<file path="src/rtl/ram_arb_pkg.sv">
// Shared types and constants for the RAM port arbiter: requester indices,
// arbitration state and round-robin pointer helpers.
package ram_arb_pkg;

    localparam int REQ_FETCH = 0;
    localparam int REQ_DATA  = 1;
    localparam int REQ_LOAD  = 2;
    localparam int NUM_REQ   = 3;

    typedef logic [NUM_REQ-1:0] req_vec_t;
    typedef logic [1:0]         req_idx_t;

    localparam req_vec_t MASK_LOAD_ONLY = 3'b100;
    localparam req_vec_t MASK_NO_LOAD   = 3'b011;
    localparam req_vec_t MASK_DATA_ONLY = 3'b010;

    typedef enum logic {
        IDLE   = 1'b0,
        ACCESS = 1'b1
    } arb_state_t;

    // Modulo-3 increment; index 3 never occurs but wraps to 0 if it did.
    function automatic req_idx_t next_idx(input req_idx_t idx);
        return (idx >= req_idx_t'(NUM_REQ - 1)) ? req_idx_t'(0) : idx + req_idx_t'(1);
    endfunction

    function automatic req_idx_t onehot_to_idx(input req_vec_t v);
        if (v[REQ_LOAD]) return req_idx_t'(REQ_LOAD);
        if (v[REQ_DATA]) return req_idx_t'(REQ_DATA);
        return req_idx_t'(REQ_FETCH);
    endfunction

endpackage

</file>
<file path="src/rtl/ram_port_arbiter_rr_pick.sv">
// Combinational round-robin picker: first eligible requester at or after
// the pointer, returned one-hot.
module rr_pick
    import ram_arb_pkg::*;
(
    input  req_vec_t elig_i,
    input  req_idx_t ptr_i,
    output req_vec_t win_o
);

    req_idx_t idx;
    logic     found;

    always_comb begin
        // NOTE: every variable assigned here gets a default first, so no latch is inferred.
        win_o = '0;
        found = 1'b0;
        idx   = ptr_i;
        for (int k = 0; k < NUM_REQ; k++) begin
            if (!found && elig_i[idx]) begin
                win_o[idx] = 1'b1;
                found      = 1'b1;
            end
            idx = next_idx(idx);
        end
    end

endmodule

</file>
<file path="src/rtl/ram_port_arbiter.sv">
// Single-port RAM arbiter: grants one of fetch/data/loader per cycle, drives
// the RAM for one cycle from a latched access, and returns done/rdata a cycle later.
module ram_port_arbiter
    import ram_arb_pkg::*;
#(
    parameter int DATA_W   = 16,
    parameter int ADDR_W   = 16,
    parameter int LOCK_MAX = 4
) (
    input  logic                           clk,
    input  logic                           reset,
    input  logic                           loader_mode,
    input  logic [NUM_REQ-1:0]             req,
    input  logic [NUM_REQ-1:0]             we,
    input  logic [NUM_REQ-1:0][ADDR_W-1:0] addr,
    input  logic [NUM_REQ-1:0][DATA_W-1:0] wdata,
    input  logic                           lock,
    output logic [NUM_REQ-1:0]             gnt,
    output logic [NUM_REQ-1:0]             done,
    output logic [DATA_W-1:0]              rdata,
    output logic                           ram_write_EN,
    output logic                           ram_read_disEN,
    output logic [ADDR_W-1:0]              ram_read_address,
    output logic [ADDR_W-1:0]              ram_write_address,
    output logic [DATA_W-1:0]              ram_write_value,
    input  logic [DATA_W-1:0]              ram_word
);

    localparam int CNT_W = $clog2(LOCK_MAX + 1);

    arb_state_t         state_q, state_d;
    req_idx_t           ptr_q, ptr_d;
    logic [CNT_W-1:0]   lock_cnt_q, lock_cnt_d;
    logic               prev_data_q, prev_data_d;
    req_idx_t           acc_owner_q, acc_owner_d;
    logic               acc_we_q, acc_we_d;
    logic [ADDR_W-1:0]  acc_addr_q, acc_addr_d;
    logic [DATA_W-1:0]  acc_wdata_q, acc_wdata_d;
    req_vec_t           done_q, done_d;
    logic [DATA_W-1:0]  rdata_q, rdata_d;

    req_vec_t elig_mask;
    req_vec_t elig;
    req_vec_t win;
    req_idx_t win_idx;
    logic     any_gnt;
    logic     lock_hold;
    logic     acc_read;
    logic     acc_write;

    // Eligibility: loader mode is exclusive; otherwise a live data lock
    // restricts the field to data until the counter saturates.
    always_comb begin
        lock_hold = lock && prev_data_q && (lock_cnt_q < CNT_W'(LOCK_MAX));
        if (loader_mode) begin
            elig_mask = MASK_LOAD_ONLY;
        end else if (lock_hold) begin
            elig_mask = MASK_DATA_ONLY;
        end else begin
            elig_mask = MASK_NO_LOAD;
        end
        elig = req_vec_t'(req) & elig_mask;
    end

    rr_pick u_rr_pick (
        .elig_i (elig),
        .ptr_i  (ptr_q),
        .win_o  (win)
    );

    assign gnt     = win;
    assign any_gnt = |win;
    assign win_idx = onehot_to_idx(win);

    // FSM state register.
    always_ff @(posedge clk or negedge reset) begin
        // NOTE: sequential state uses non-blocking assignments only.
        if (!reset) begin
            state_q <= IDLE;
        end else begin
            state_q <= state_d;
        end
    end

    // FSM next state: a grant in any state opens an access next cycle.
    always_comb begin
        state_d = any_gnt ? ACCESS : IDLE;
    end

    // FSM outputs: the latched access drives the RAM only while in ACCESS.
    always_comb begin
        acc_read          = (state_q == ACCESS) && !acc_we_q;
        acc_write         = (state_q == ACCESS) &&  acc_we_q;
        ram_write_EN      = acc_write;
        ram_read_disEN    = !acc_read;
        ram_read_address  = acc_read  ? acc_addr_q  : '0;
        ram_write_address = acc_write ? acc_addr_q  : '0;
        ram_write_value   = acc_write ? acc_wdata_q : '0;
    end

    // Pointer, lock counter, access register and completion next-state.
    always_comb begin
        ptr_d       = any_gnt ? next_idx(win_idx) : ptr_q;
        prev_data_d = win[REQ_DATA];

        if (win[REQ_DATA] && lock) begin
            // A saturated run that still lands on data starts a fresh run.
            lock_cnt_d = (lock_cnt_q >= CNT_W'(LOCK_MAX)) ? CNT_W'(1)
                                                          : lock_cnt_q + CNT_W'(1);
        end else begin
            lock_cnt_d = '0;
        end

        acc_owner_d = acc_owner_q;
        acc_we_d    = acc_we_q;
        acc_addr_d  = acc_addr_q;
        acc_wdata_d = acc_wdata_q;
        if (any_gnt) begin
            acc_owner_d = win_idx;
            acc_we_d    = we[win_idx];
            acc_addr_d  = addr[win_idx];
            acc_wdata_d = wdata[win_idx];
        end

        done_d = '0;
        if (state_q == ACCESS) begin
            done_d[acc_owner_q] = 1'b1;
        end
        rdata_d = acc_read ? ram_word : rdata_q;
    end

    always_ff @(posedge clk or negedge reset) begin
        if (!reset) begin
            ptr_q       <= req_idx_t'(REQ_FETCH);
            lock_cnt_q  <= '0;
            prev_data_q <= 1'b0;
            acc_owner_q <= '0;
            acc_we_q    <= 1'b0;
            acc_addr_q  <= '0;
            acc_wdata_q <= '0;
            done_q      <= '0;
            rdata_q     <= '0;
        end else begin
            ptr_q       <= ptr_d;
            lock_cnt_q  <= lock_cnt_d;
            prev_data_q <= prev_data_d;
            acc_owner_q <= acc_owner_d;
            acc_we_q    <= acc_we_d;
            acc_addr_q  <= acc_addr_d;
            acc_wdata_q <= acc_wdata_d;
            done_q      <= done_d;
            rdata_q     <= rdata_d;
        end
    end

    assign done  = done_q;
    assign rdata = rdata_q;

endmodule

</file>
<file path="config.mk">
export PLATFORM = sky130hd
export DESIGN_NAME = ram_port_arbiter
export DESIGN_NICKNAME = d
export VERILOG_FILES = /design/src/rtl/ram_arb_pkg.sv /design/src/rtl/ram_port_arbiter_rr_pick.sv /design/src/rtl/ram_port_arbiter.sv
export SDC_FILE = /design/constraint.sdc
export NUM_CORES = 1
export LEC_CHECK = 0
export ABC_AREA = 0
export BUFFER_PORTS_ARGS = -buffer_cell sky130_fd_sc_hd__buf_2
export CORE_MARGIN = 8
export CORE_UTILIZATION = 43
export CTS_CLUSTER_SIZE = 20
export DETAILED_ROUTE_END_ITERATION = 8
export GPL_ROUTABILITY_DRIVEN = 0
export GPL_TIMING_DRIVEN = 1
export HOLD_SLACK_MARGIN = 0.1
export PLACE_DENSITY = 0.8
export SYNTH_ARGS = -nofsm -noshare
export SYNTH_HDL_FRONTEND = slang
export SYNTH_HIERARCHICAL = 1
export SYNTH_SLANG_ARGS = --single-unit
</file>
<file path="constraint.sdc">
create_clock -name clk -period 2.66 [get_ports clk]
set_input_delay 0.665 -clock clk [delete_from_list [all_inputs] [get_ports clk]]
set_output_delay 0.665 -clock clk [all_outputs]
set_load 0.05 [all_outputs]
</file>
Word level (Yosys, flattened, before mapping)
Index checks and enable logic that the tools add are counted.

storage, ports and cells
  logic and storage cells = 91
  register bits after elaboration = 61
  RAM bits = 0
  memories = 0
  bits in latches = 0
  bits of input ports = 122
  output and inout port bits = 72
  bits in read-only memories = 0

cells by class
  $lt $le $gt $ge = 14
  $add $sub $neg = 4
  multipliers = 0
  bitwise gates (word level) = 3
  reductions and logical operators = 16
  shifts and indexed selects = 0
  mux-type cells = 44
  equality and inequality tests = 0
  divide/modulo/power cells = 0

operators with widths
  operator               number
  $mux W16               5
  $bmux W16 S2           2
  $mux W3                7
  $lt A2 B3 Y1 const B   5
  $mux W1                15
  $mux W2                7
  $logic_and A1 B1 Y1    11
  $bmux W1 S2            4
  $demux W1 S2           4
  $ge A2 B1 Y1 const B   4
  $add A2 B1 Y2 const B  3
  $ge A2 B2 Y1 const B   3
  $or A3 B3 Y3           2
  $logic_not A1 Y1       4
  $add A3 B1 Y3 const B  1
  $and A3 B3 Y3          1
  $ge A3 B3 Y1 const B   1
  $lt A3 B3 Y1 const B   1
  $reduce_or A3 Y1       1

Depth between registers and ports, before layout
Gate-level depths: netlist of the first run.

  depth after elaboration = 20
  gate-level depth with buffers = 10
  depth with buffers taken out = 8

Hierarchy
Netlist of the first run, hierarchy kept.

by module, submodules not included
  module            area an instance (um2)  cells an instance  seq. area each (um2)  instances
  ram_port_arbiter  3098.0                  294                1501.4                1
  rr_pick           68.8                    11                 0.0                   1

Least setup slack after synthesis of the first run
OpenSTA, ideal clock, no wires.

  path type = input -> register
  start = input port req[0]
  end = register acc_we_q
  path buffers = 3
  path slack = 62 ps
  setup time = 137 ps
  arrival time = 2461 ps
  stages on the path = 10
  required time = 2523 ps
  cell sequence = inv_1 -> a311oi_1 -> inv_1 -> o211a_1 -> buf_6 -> or3_1 -> buf_6 -> buf_6 -> o22ai_2 -> a21oi_1

between the ends
  longest elaborated chain between the ends = 16
  elaborated cells on any way between the ends = 27
  those cells by class = 19 x mux; 3 x bitwise; 5 x reduce/logical

RTL lines
  item                           RTL line                        RTL
  start: declaration             ram_port_arbiter.sv:13          input logic [NUM_REQ-1:0] req,
  $and A3 B3 Y3 *                ram_port_arbiter.sv:62          elig = req_vec_t'(req) & elig_mask;
  named net elig[0]              ram_port_arbiter.sv:43          req_vec_t elig;
  $bmux W1 S2                    ram_port_arbiter_rr_pick.sv:20  if (!found && elig_i[idx]) begin
  $mux W1 (not written as such)  ram_port_arbiter_rr_pick.sv:20
  $mux W1                        ram_port_arbiter_rr_pick.sv:20
  $logic_not A1 Y1               ram_port_arbiter_rr_pick.sv:20
  $logic_and A1 B1 Y1            ram_port_arbiter_rr_pick.sv:20
  $mux W1                        ram_port_arbiter_rr_pick.sv:20
  $logic_not A1 Y1               ram_port_arbiter_rr_pick.sv:20
  $logic_and A1 B1 Y1            ram_port_arbiter_rr_pick.sv:20
  $mux W3 *                      ram_port_arbiter_rr_pick.sv:20
  named net gnt[1]               ram_port_arbiter.sv:18          output logic [NUM_REQ-1:0] gnt,
  $mux W1 (2 in a row)           ram_arb_pkg.sv:29               if (v[REQ_DATA]) return req_idx_t'(REQ_DATA);
  $mux W2                        ram_arb_pkg.sv:30               return req_idx_t'(REQ_FETCH);
  $mux W2                        ram_arb_pkg.sv:29
  $bmux W1 S2                    ram_port_arbiter.sv:120         acc_we_d = we[win_idx];
  $mux W1 (not written as such)  ram_port_arbiter.sv:120
  end signal: assignment         ram_port_arbiter.sv:148         acc_we_q <= acc_we_d;
  end: declaration               ram_port_arbiter.sv:36          logic acc_we_q, acc_we_d;

The timed path passes the listed nets; every way through them passes the cells marked *. The select of a mux whose other input is x is not followed.
A chain may end at the register's enable or synchronous reset.

Worst setup path after layout of the first run
  start = input port lock
  end = output port gnt[2]

between the ends
  longest elaborated chain between the ends = 14
  elaborated cells on any way between the ends = 22
  those cells by class = 13 x mux; 3 x bitwise; 6 x reduce/logical

RTL lines
  item                                RTL line                        RTL
  start: declaration                  ram_port_arbiter.sv:17          input logic lock,
  $logic_and A1 B1 Y1 * (2 in a row)  ram_port_arbiter.sv:54          lock_hold = lock && prev_data_q && (lock_cnt_q < CNT_W'(LOCK_MAX));
  $mux W1 *                           ram_port_arbiter.sv:57          end else if (lock_hold) begin
  $mux W3 *                           ram_port_arbiter.sv:55          if (loader_mode) begin
  $and A3 B3 Y3 *                     ram_port_arbiter.sv:62
  named net elig[0]                   ram_port_arbiter.sv:43
  $bmux W1 S2                         ram_port_arbiter_rr_pick.sv:20
  $mux W1 (not written as such)       ram_port_arbiter_rr_pick.sv:20
  $mux W1                             ram_port_arbiter_rr_pick.sv:20
  $logic_not A1 Y1                    ram_port_arbiter_rr_pick.sv:20
  $logic_and A1 B1 Y1                 ram_port_arbiter_rr_pick.sv:20
  $mux W1                             ram_port_arbiter_rr_pick.sv:20
  $logic_not A1 Y1                    ram_port_arbiter_rr_pick.sv:20
  $logic_and A1 B1 Y1                 ram_port_arbiter_rr_pick.sv:20
  $mux W3 *                           ram_port_arbiter_rr_pick.sv:20
  end: declaration                    ram_port_arbiter.sv:18

Marked as above.

==> results of run 1 <==
[worst max-delay path, cell delays in order]
cell      delay [ps]
buf_2            100
a311oi_1         340
nor2b_1          180
nor3_1            50
o21a_1           180
buf_4            150
buf_2            210
[layout by cell type, fill, tap and decap left out]
master,count
inv_2,1
bufinv_16,3
a21oi_1,35
nor2b_2,1
or3_2,1
o2bb2ai_1,12
and2_1,18
clkinv_2,1
nand2b_1,1
nor2_1,14
mux2_2,16
dfrtp_1,60
o21ai_1,2
nor3_1,2
and2b_4,1
buf_4,13
ha_1,2
o21a_1,1
and3_1,34
a311oi_1,1
nor2b_1,2
o22ai_2,21
nand2_1,3
clkbuf_1,1
and2b_1,1
inv_1,9
nor3b_1,4
o211a_1,1
clkbuf_8,11
buf_12,4
buf_2,193
o22ai_1,33
[worst min-delay path by stage]
stage,cells past startpoint,start,endpoint,slack [ps]
after global placement,1,acc_owner_q[1],done[0],430
final,1,reset,rdata[3],380
after CTS,1,reset,rdata[3],400
after floorplan,0,reset,acc_addr_q[0],370
after global routing,1,reset,rdata[7],440
after detailed placement,1,acc_owner_q[1],done[0],430
[metal layers]
metal	wire length, µm	GRT usage, %
met3	1000	5.59
met2	5160	34.2
met4	77	5.30
met5	0	0
met1	4250	23.0
[through the flow]
step	power, mW	util (%)	hold WS, ps	cell area, µm²
after global placement	3.79	59.6	430	4280
after global routing	5.08	63.1	436	4530
after floorplan	3.21	-	369	3170
after CTS	4.88	63.1	398	4530
after detailed placement	3.85	59.6	432	4280
final	4.84	63.1	383	4530
[power by group]
part	leakage, nW	internal, mW	switching (mW)
logic	1.52	0.715	1.70
clock network	0.127	0.673	0.346
registers	0.694	1.22	0.187
[registers in the layout, indices dropped and copies added (netlist names)]
signal / cells
acc_wdata_q: 16
ptr_q: 1
lock_cnt_q: 3
prev_data_q: 1
state_q: 1
rdata: 16
done: 3
acc_addr_q: 16
acc_we_q: 1
acc_owner_q: 2
[layout make-up]
cell class	instances	area, µm²
tap	99	124
multi-input combinational	206	1470
inverter	10	37.5
sequential	60	1500
clock inverter	4	95.1
timing repair buffer	210	1140
fill	604	2650
clock buffer	12	155
[cell families after synthesis]
family                   count (synthesis)  share of synthesized area (%)
buffers and inverters                   39                           6.20
AO/OA/AOI/OAI                          106                           24.8
flip-flops                              60                           47.4
adder cells (fa/ha/maj)                  2                          0.790
AND/OR/NAND/NOR                         82                           15.1
multiplexers                            16                           5.69
==> results.yml, run 1 <==
setup_path:
  crit_path_end_kind: "output pin"
  crit_start: "lock"
  r2r-start: "acc_owner_q[0]"
  reg2reg_slack_ps: 430
  critPathCapture: "gnt[2]"
  cp.arrival_ps: 1880
  cp_max_fo: 4
  r2r.worst_path.cells: 8
  crit_required_ps: 2000
  critPathKind: "in -> out"
  r2r-end: "acc_addr_q[15]"
  start_kind: "input port"
cells_and_area:
  syn_to_final_growth_pct: 43.0
  n_antenna_cell: 0
  drive_above_1_share_pct: 53.0
  fin_nets: 621
  instances_no_fill: 601
floorplanning:
  die_y_um: 102
  core_area_um2: 7180
  initial_utilization_pct: 44.1
  io_pins: 194
  rows: 31
  die-area_um2: 10400
  die_w_um: 102
synthesis:
  yosys_warnings: 6
  syn_nets: 429
  synth-edff-count: 0
  yosysSeqAreaShare_pct: 47.4
  ys_ff_latch: 60
  synth_top_cell_area_share_pct: 47.4
  ys_types: 28
  synth_ff_type: "dfrtp_1"
  synth_top_area_cell: "dfrtp_1"
  avgSynthCellArea_um2: 10.4
  synth_area_um2: 3170
  async_flop_share_pct: 100
  postSynthCellCount: 305
  synthTopCellsByCount: "dfrtp_1 (60), a21oi_1 (35), and3_1 (34)"
  synth.most_common_cell: "dfrtp_1"
  yosys-top-cells-area: "dfrtp_1 (47%), o22ai_2 (8.3%), and3_1 (6.7%), o22ai_1 (6.5%), mux2_2 (5.7%)"
clocking:
  cts.sinks: 60
  clk_path_buf_depth: 2
  cts-buffers-inserted: 9
  cts-hold-fix-buffers: 0
  cts_setup_buffers: 0
  cts_root_buf: "clkbuf_8"
  clkLatencyLatePin_ps: 320
  cts_tree: "done"
  cts-resized-gates: 0
  htreeDepth: 3
  clk_pin_slew_ps: 60
pwr:
  peakVddDrop_mv: 0.489
  p_leak_nw: 2.34
  power.density_nw_per_um2: 1070
timing:
  fin_ws_ps: 117
  relSlewSlack_pct: 54.4
  post-route-min-period_ps: 2540
  setup_viol: 0
  finalHoldViolCount: 0
  post-route-period-util_pct: 95.6
  finClkSkew_ps: 6.94
  slew_violations: 0
  finalSetupTns_ps: 0
  rsz0062_at_grt: "no"
  fmax_mhz: 393
  worst_slew_pin_slew_ps: 684
placement:
  pre_cts_slack_ps: 75.4
  dp.cells: 585
  io_buffers: 193
  dp_hpwl_um: 8020
global_route:
  grt_max_degree: 37
  grt_pass1_vias: 3452
  grt_pass1_wl_um: 16200
  antenna_found_initial: 0
  grt_overflow: 0
  grt_use_total_pct: 19.6
route:
  wl_per_cell_um: 17.5
  drc_errors: 0
  drt-vias-per-instance: 5.19
  drt_iter0_markers: 82
  wirelength_um: 10500
  detail_route.first_pass.iterations: 6
  drtAntennaViolNets: 0
  vias: 3119
worst_hold_path:
  hold_path.class: "in -> async"
run_status:
  status: "finished clean"
run:
  maxCapViolCount: 0
Note: power is estimated with default switching activity, not from simulation.
==> run 2: changes to the inputs <==
--- a/config.mk
+++ b/config.mk
@@ -14,7 +14,7 @@
 export GPL_ROUTABILITY_DRIVEN = 0
 export GPL_TIMING_DRIVEN = 1
 export HOLD_SLACK_MARGIN = 0.1
-export PLACE_DENSITY = 0.8
+export PLACE_DENSITY = 0.81
 export SYNTH_ARGS = -nofsm -noshare
 export SYNTH_HDL_FRONTEND = slang
 export SYNTH_HIERARCHICAL = 1
==> run 2 against run 1 <==
Net effect: global-route usage is 1.4 points higher; clock power is 11% lower; worst hold slack better by 2.4 ps; routed wire length is 4.6% higher; die area stayed put; clock-buffer cell count is 3 lower; sequential power hardly changed; largest cell class unchanged; combinational power hardly changed.
==> results.yml, run 2 (synthesis results as in run 1) <==
clocking:
  clkLatencyLatePin_ps: 330
  cts_setup_buffers: 0
  htreeDepth: 3
  clk_path_buf_depth: 2
  cts-hold-fix-buffers: 0
  cts_tree: "done"
  clk_pin_slew_ps: 70
  cts.sinks: 60
  cts_root_buf: "clkbuf_8"
  cts-buffers-inserted: 9
  cts-resized-gates: 0
timing:
  fmax_mhz: 389
  finalHoldViolCount: 0
  post-route-min-period_ps: 2570
  slew_violations: 0
  finalSetupTns_ps: 0
  relSlewSlack_pct: 52.1
  worst_slew_pin_slew_ps: 718
  finClkSkew_ps: 7.82
  post-route-period-util_pct: 96.7
  rsz0062_at_grt: "no"
  setup_viol: 0
pwr:
  p_sw_mw: 2.28
  power_frac_comb_pct: 51.3
  power.density_nw_per_um2: 1050
  p_int_mw: 2.46
  seqPwrFrac_pct: 29.6
  peakVddDrop_mv: 0.430
  sw_frac_of_total_pct: 48.1
  clkPwrFrac_pct: 19.1
  p_leak_nw: 2.31
placement:
  dp_hpwl_um: 8190
  dp.cells: 583
  io_buffers: 193
floorplanning:
  die-area_um2: 10400
  core_area_um2: 7180
  rows: 31
  initial_utilization_pct: 44.1
  die_w_um: 102
  io_pins: 194
  die_y_um: 102
cells_and_area:
  final_cell_mix: "buf_2 (193), dfrtp_1 (60), a21oi_1 (35)"
  multi_input_area_um2: 1470
  final_common_cell: "buf_2"
  drive_above_1_share_pct: 53.0
  instances_no_fill: 599
  n_antenna_cell: 0
  nFillCells: 606
  ff_latch_area_um2: 1500
  syn_to_final_growth_pct: 41.8
  fin_nets: 619
setup_path:
  start_kind: "input port"
  crit_required_ps: 2000
  critPathSlowestCell: "a311oi_1"
  cp_max_fo: 4
  cp.arrival_ps: 1910
  slowest_delay_ps: 340
  critPathKind: "in -> out"
  crit_path_frequent_cell: "buf_2"
  crit_path_end_kind: "output pin"
  path_cells: "buf_2 > a311oi_1 > nor2b_1 > nor3_1 > o21a_1 > buf_4 > buf_2"
run:
  maxCapViolCount: 0
route:
  drc_errors: 0
  wl_per_cell_um: 18.3
  wirelength_um: 11000
  drtAntennaViolNets: 0
  detail_route.first_pass.iterations: 5
  vias: 3175
  drt_iter0_markers: 81
  drt-vias-per-instance: 5.30
global_route:
  antenna_found_initial: 0
  grt_pass1_wl_um: 17000
  grt_pass1_vias: 3499
  grt_use_total_pct: 21.0
  grt_max_degree: 46
  grt_overflow: 0
run_status:
  status: "finished clean"
worst_hold_path:
  hold_path.class: "in -> async"
==> run 2: cell types whose count changed in the layout (fill, tap and decap cells not counted), sizes merged <==
cell	previous run	this run
clkbuf	12	9
buf	210	208
clkinv	1	3
clkinvlp	0	2
bufinv	3	2
==> run 2: metrics by stage <==
stage | power [mW] | cell area [µm²] | util [%] | setup WS [ps] | hold slack [ps]
after floorplan | 3.21 | 3170 | - | 62.2 | 369
after global placement | 3.80 | 4260 | 59.4 | 136 | 418
after detailed placement | 3.86 | 4260 | 59.4 | 25.2 | 420
after CTS | 4.79 | 4490 | 62.6 | 94.0 | 386
after global routing | 4.99 | 4490 | 62.6 | 29.6 | 418
final | 4.74 | 4490 | 62.6 | 87.3 | 386
==> run 2: routing by layer <==
layer  wire length (µm)  vias up  GRT usage (%)  part of all wire (%)
met5                  0        -              0                     0
met4                162        0           7.79                   1.5
met3                967       13           5.86                   8.8
met2               5530      157           36.1                    50
met1               4320     1500           24.5                    39
li1                   -     1505              -                     -
==> run 2: final timing paths <==
| path | start | endpoint | slack, ps | cells after the start |
|---|---|---|---|---|
| worst max-delay path | lock | gnt[2] | 90 | 7 |
| min in group clk | acc_owner_q[1] | done[0] | 430 | 1 |
| max in group asynchronous | reset | acc_wdata_q[0] | 1660 | 2 |
| worst min-delay path | reset | rdata[0] | 390 | 1 |
| worst max register to register | lock_cnt_q[2] | acc_wdata_q[11] | 410 | 9 |
| worst min register to register | acc_owner_q[1] | done[0] | 430 | 1 |
==> run 2: critical path, delay by kind of cell <==
kind                   cells  cell delay [ps]
AOI/OAI and AO/OA          2              540
and+or+nand+nor            2              230
buffers and inverters      3              470
==> run 2: cell type report <==
class | count | area share [%]
tap | 99 | 2.76
clock inverter | 7 | 2.26
clock buffer | 9 | 2.76
multi-input combinational | 206 | 32.8
timing repair buffer | 208 | 25.1
sequential | 60 | 33.4
inverter | 10 | 0.836
==> run 2: power by group through the flow <==
stage	clock, mW	combinational (mW)	sequential (mW)
2_1_floorplan	0	1.35	1.86
3_3_place_gp	0	2.39	1.40
3_5_place_dp	0	2.44	1.41
4_1_cts	0.940	2.45	1.40
5_1_grt	0.981	2.56	1.44
6_report	0.906	2.43	1.40
==> run 3: changes to the inputs <==
--- a/config.mk
+++ b/config.mk
@@ -14,7 +14,7 @@
 export GPL_ROUTABILITY_DRIVEN = 0
 export GPL_TIMING_DRIVEN = 1
 export HOLD_SLACK_MARGIN = 0.1
-export PLACE_DENSITY = 0.81
+export PLACE_DENSITY = 0.89
 export SYNTH_ARGS = -nofsm -noshare
 export SYNTH_HDL_FRONTEND = slang
 export SYNTH_HIERARCHICAL = 1
==> run 3 against run 2 <==
Net effect: worst hold slack got worse by 6.8 ps; power grew 2.3%; worst setup slack better by 16 ps; final cell count increased by 0.17%; clock-buffer cell count unchanged; sequential share of layout area shrank 0.27 points; global-route usage decreased by 0.75 points; routed wire length decreased by 2.7%; non-clock buffer count rose by 1; register-to-register slack barely moved; sequential cell count unchanged; clock skew increased by 2.0 ps; critical path type unchanged.
==> results.yml, run 3 (synthesis results as in run 1) <==
timing:
  post-route-min-period_ps: 2560
  fmax_mhz: 391
  slew_violations: 0
  rsz0062_at_grt: "no"
  worst_slew_pin_slew_ps: 699
  post-route-period-util_pct: 96.1
  setup_viol: 0
  finalHoldViolCount: 0
  relSlewSlack_pct: 53.4
  finalSetupTns_ps: 0
  finClkSkew_ps: 9.86
route:
  wirelength_um: 10700
  vias: 3179
  detail_route.first_pass.iterations: 4
  drtAntennaViolNets: 0
  drc_errors: 0
  drt_iter0_markers: 93
  wl_per_cell_um: 17.8
  drt-vias-per-instance: 5.30
global_route:
  grt_pass1_wl_um: 16600
  grt_use_total_pct: 20.3
  grt_max_degree: 40
  grt_overflow: 0
  grt_pass1_vias: 3503
  antenna_found_initial: 0
run:
  maxCapViolCount: 0
cells_and_area:
  nFillCells: 586
  final_common_cell: "buf_2"
  fin_util_pct: 63.1
  fin_nets: 620
  syn_to_final_growth_pct: 42.9
  drive_above_1_share_pct: 53.3
  final_cell_mix: "buf_2 (193), dfrtp_1 (60), a21oi_1 (35)"
  n_antenna_cell: 0
  instances_no_fill: 600
setup_path:
  crit_family: "compound AO/OA/AOI/OAI gates"
  slowest_delay_ps: 310
  critPathKind: "in -> out"
  path_cells: "buf_2 > a311oi_2 > nor2b_1 > nor3_1 > o21a_1 > buf_4 > buf_2"
  critPathSlowestCell: "a311oi_2"
  start_kind: "input port"
  cp.arrival_ps: 1890
  crit_path_end_kind: "output pin"
  crit_buf_inv: 3
  cp_max_fo: 4
  crit_path_frequent_cell: "buf_2"
  crit_required_ps: 2000
pwr:
  peakVddDrop_mv: 0.383
  p_leak_nw: 2.33
  power_mw: 4.84
  power.density_nw_per_um2: 1070
placement:
  dp_hpwl_um: 8200
  io_buffers: 193
  dp.cells: 584
clocking:
  clk_pin_slew_ps: 70
  cts-buffers-inserted: 9
  cts_root_buf: "clkbuf_8"
  cts-hold-fix-buffers: 0
  htreeDepth: 3
  cts-resized-gates: 0
  clkLatencyLatePin_ps: 330
  cts.sinks: 60
  cts_setup_buffers: 0
  cts_tree: "done"
  clk_path_buf_depth: 2
floorplanning:
  die_y_um: 102
  rows: 31
  io_pins: 194
  core_area_um2: 7180
  initial_utilization_pct: 44.1
  die_w_um: 102
  die-area_um2: 10400
worst_hold_path:
  hold_path.class: "in -> async"
run_status:
  status: "finished clean"
run 3: changes by cell type in the layout (fill, tap and decap cells not counted):
cell,before,now
a311oi_1,1,0
a311oi_2,0,1
buf_4,11,12
bufinv_16,2,3
clkinv_4,3,2
clkinvlp_4,2,1
inv_6,0,1
run 3: power by group:
group,switching (mW),internal [mW]
logic,1.71,0.713
registers,0.192,1.22
clock network,0.380,0.628
run 3: path summary, 6_finish.rpt:
check                           cells after the start  slack (ps)              end            from
worst max-delay path                                7         100           gnt[2]            lock
worst min-delay path                                1         380         rdata[2]           reset
worst max register to register                      8         410  acc_wdata_q[12]  acc_owner_q[0]
worst min register to register                      1         440          done[0]  acc_owner_q[1]
max in group asynchronous                           2        1670   acc_addr_q[12]           reset
min in group clk                                    1         440          done[0]  acc_owner_q[1]
run 3: metal layers:
layer / vias up / wire (µm) / part of all wire [%] / global-route usage, %
met5: - / 0 / 0 / 0
met4: 0 / 108 / 1.0 / 5.98
met3: 11 / 914 / 8.6 / 5.45
met2: 164 / 5500 / 52 / 37.3
met1: 1502 / 4160 / 39 / 22.3
li1: 1502 / - / - / -
run 3: area by class of cell:
cell class	instances	area (µm²)	area share, %
sequential	60	1500	33.2
multi-input combinational	206	1480	32.7
timing repair buffer	209	1140	25.1
clock buffer	9	124	2.74
clock inverter	7	124	2.74
tap	99	124	2.74
inverter	10	37.5	0.829
run 3: per-stage QoR:
stage | instance area (µm²) | hold slack (ps) | worst slack (ps)
after floorplan | 3170 | 369 | 62.2
after global routing | 4530 | 406 | 58.0
final | 4530 | 379 | 103
after CTS | 4520 | 380 | 74.8
after detailed placement | 4270 | 424 | 7.22
after global placement | 4270 | 418 | 97.4
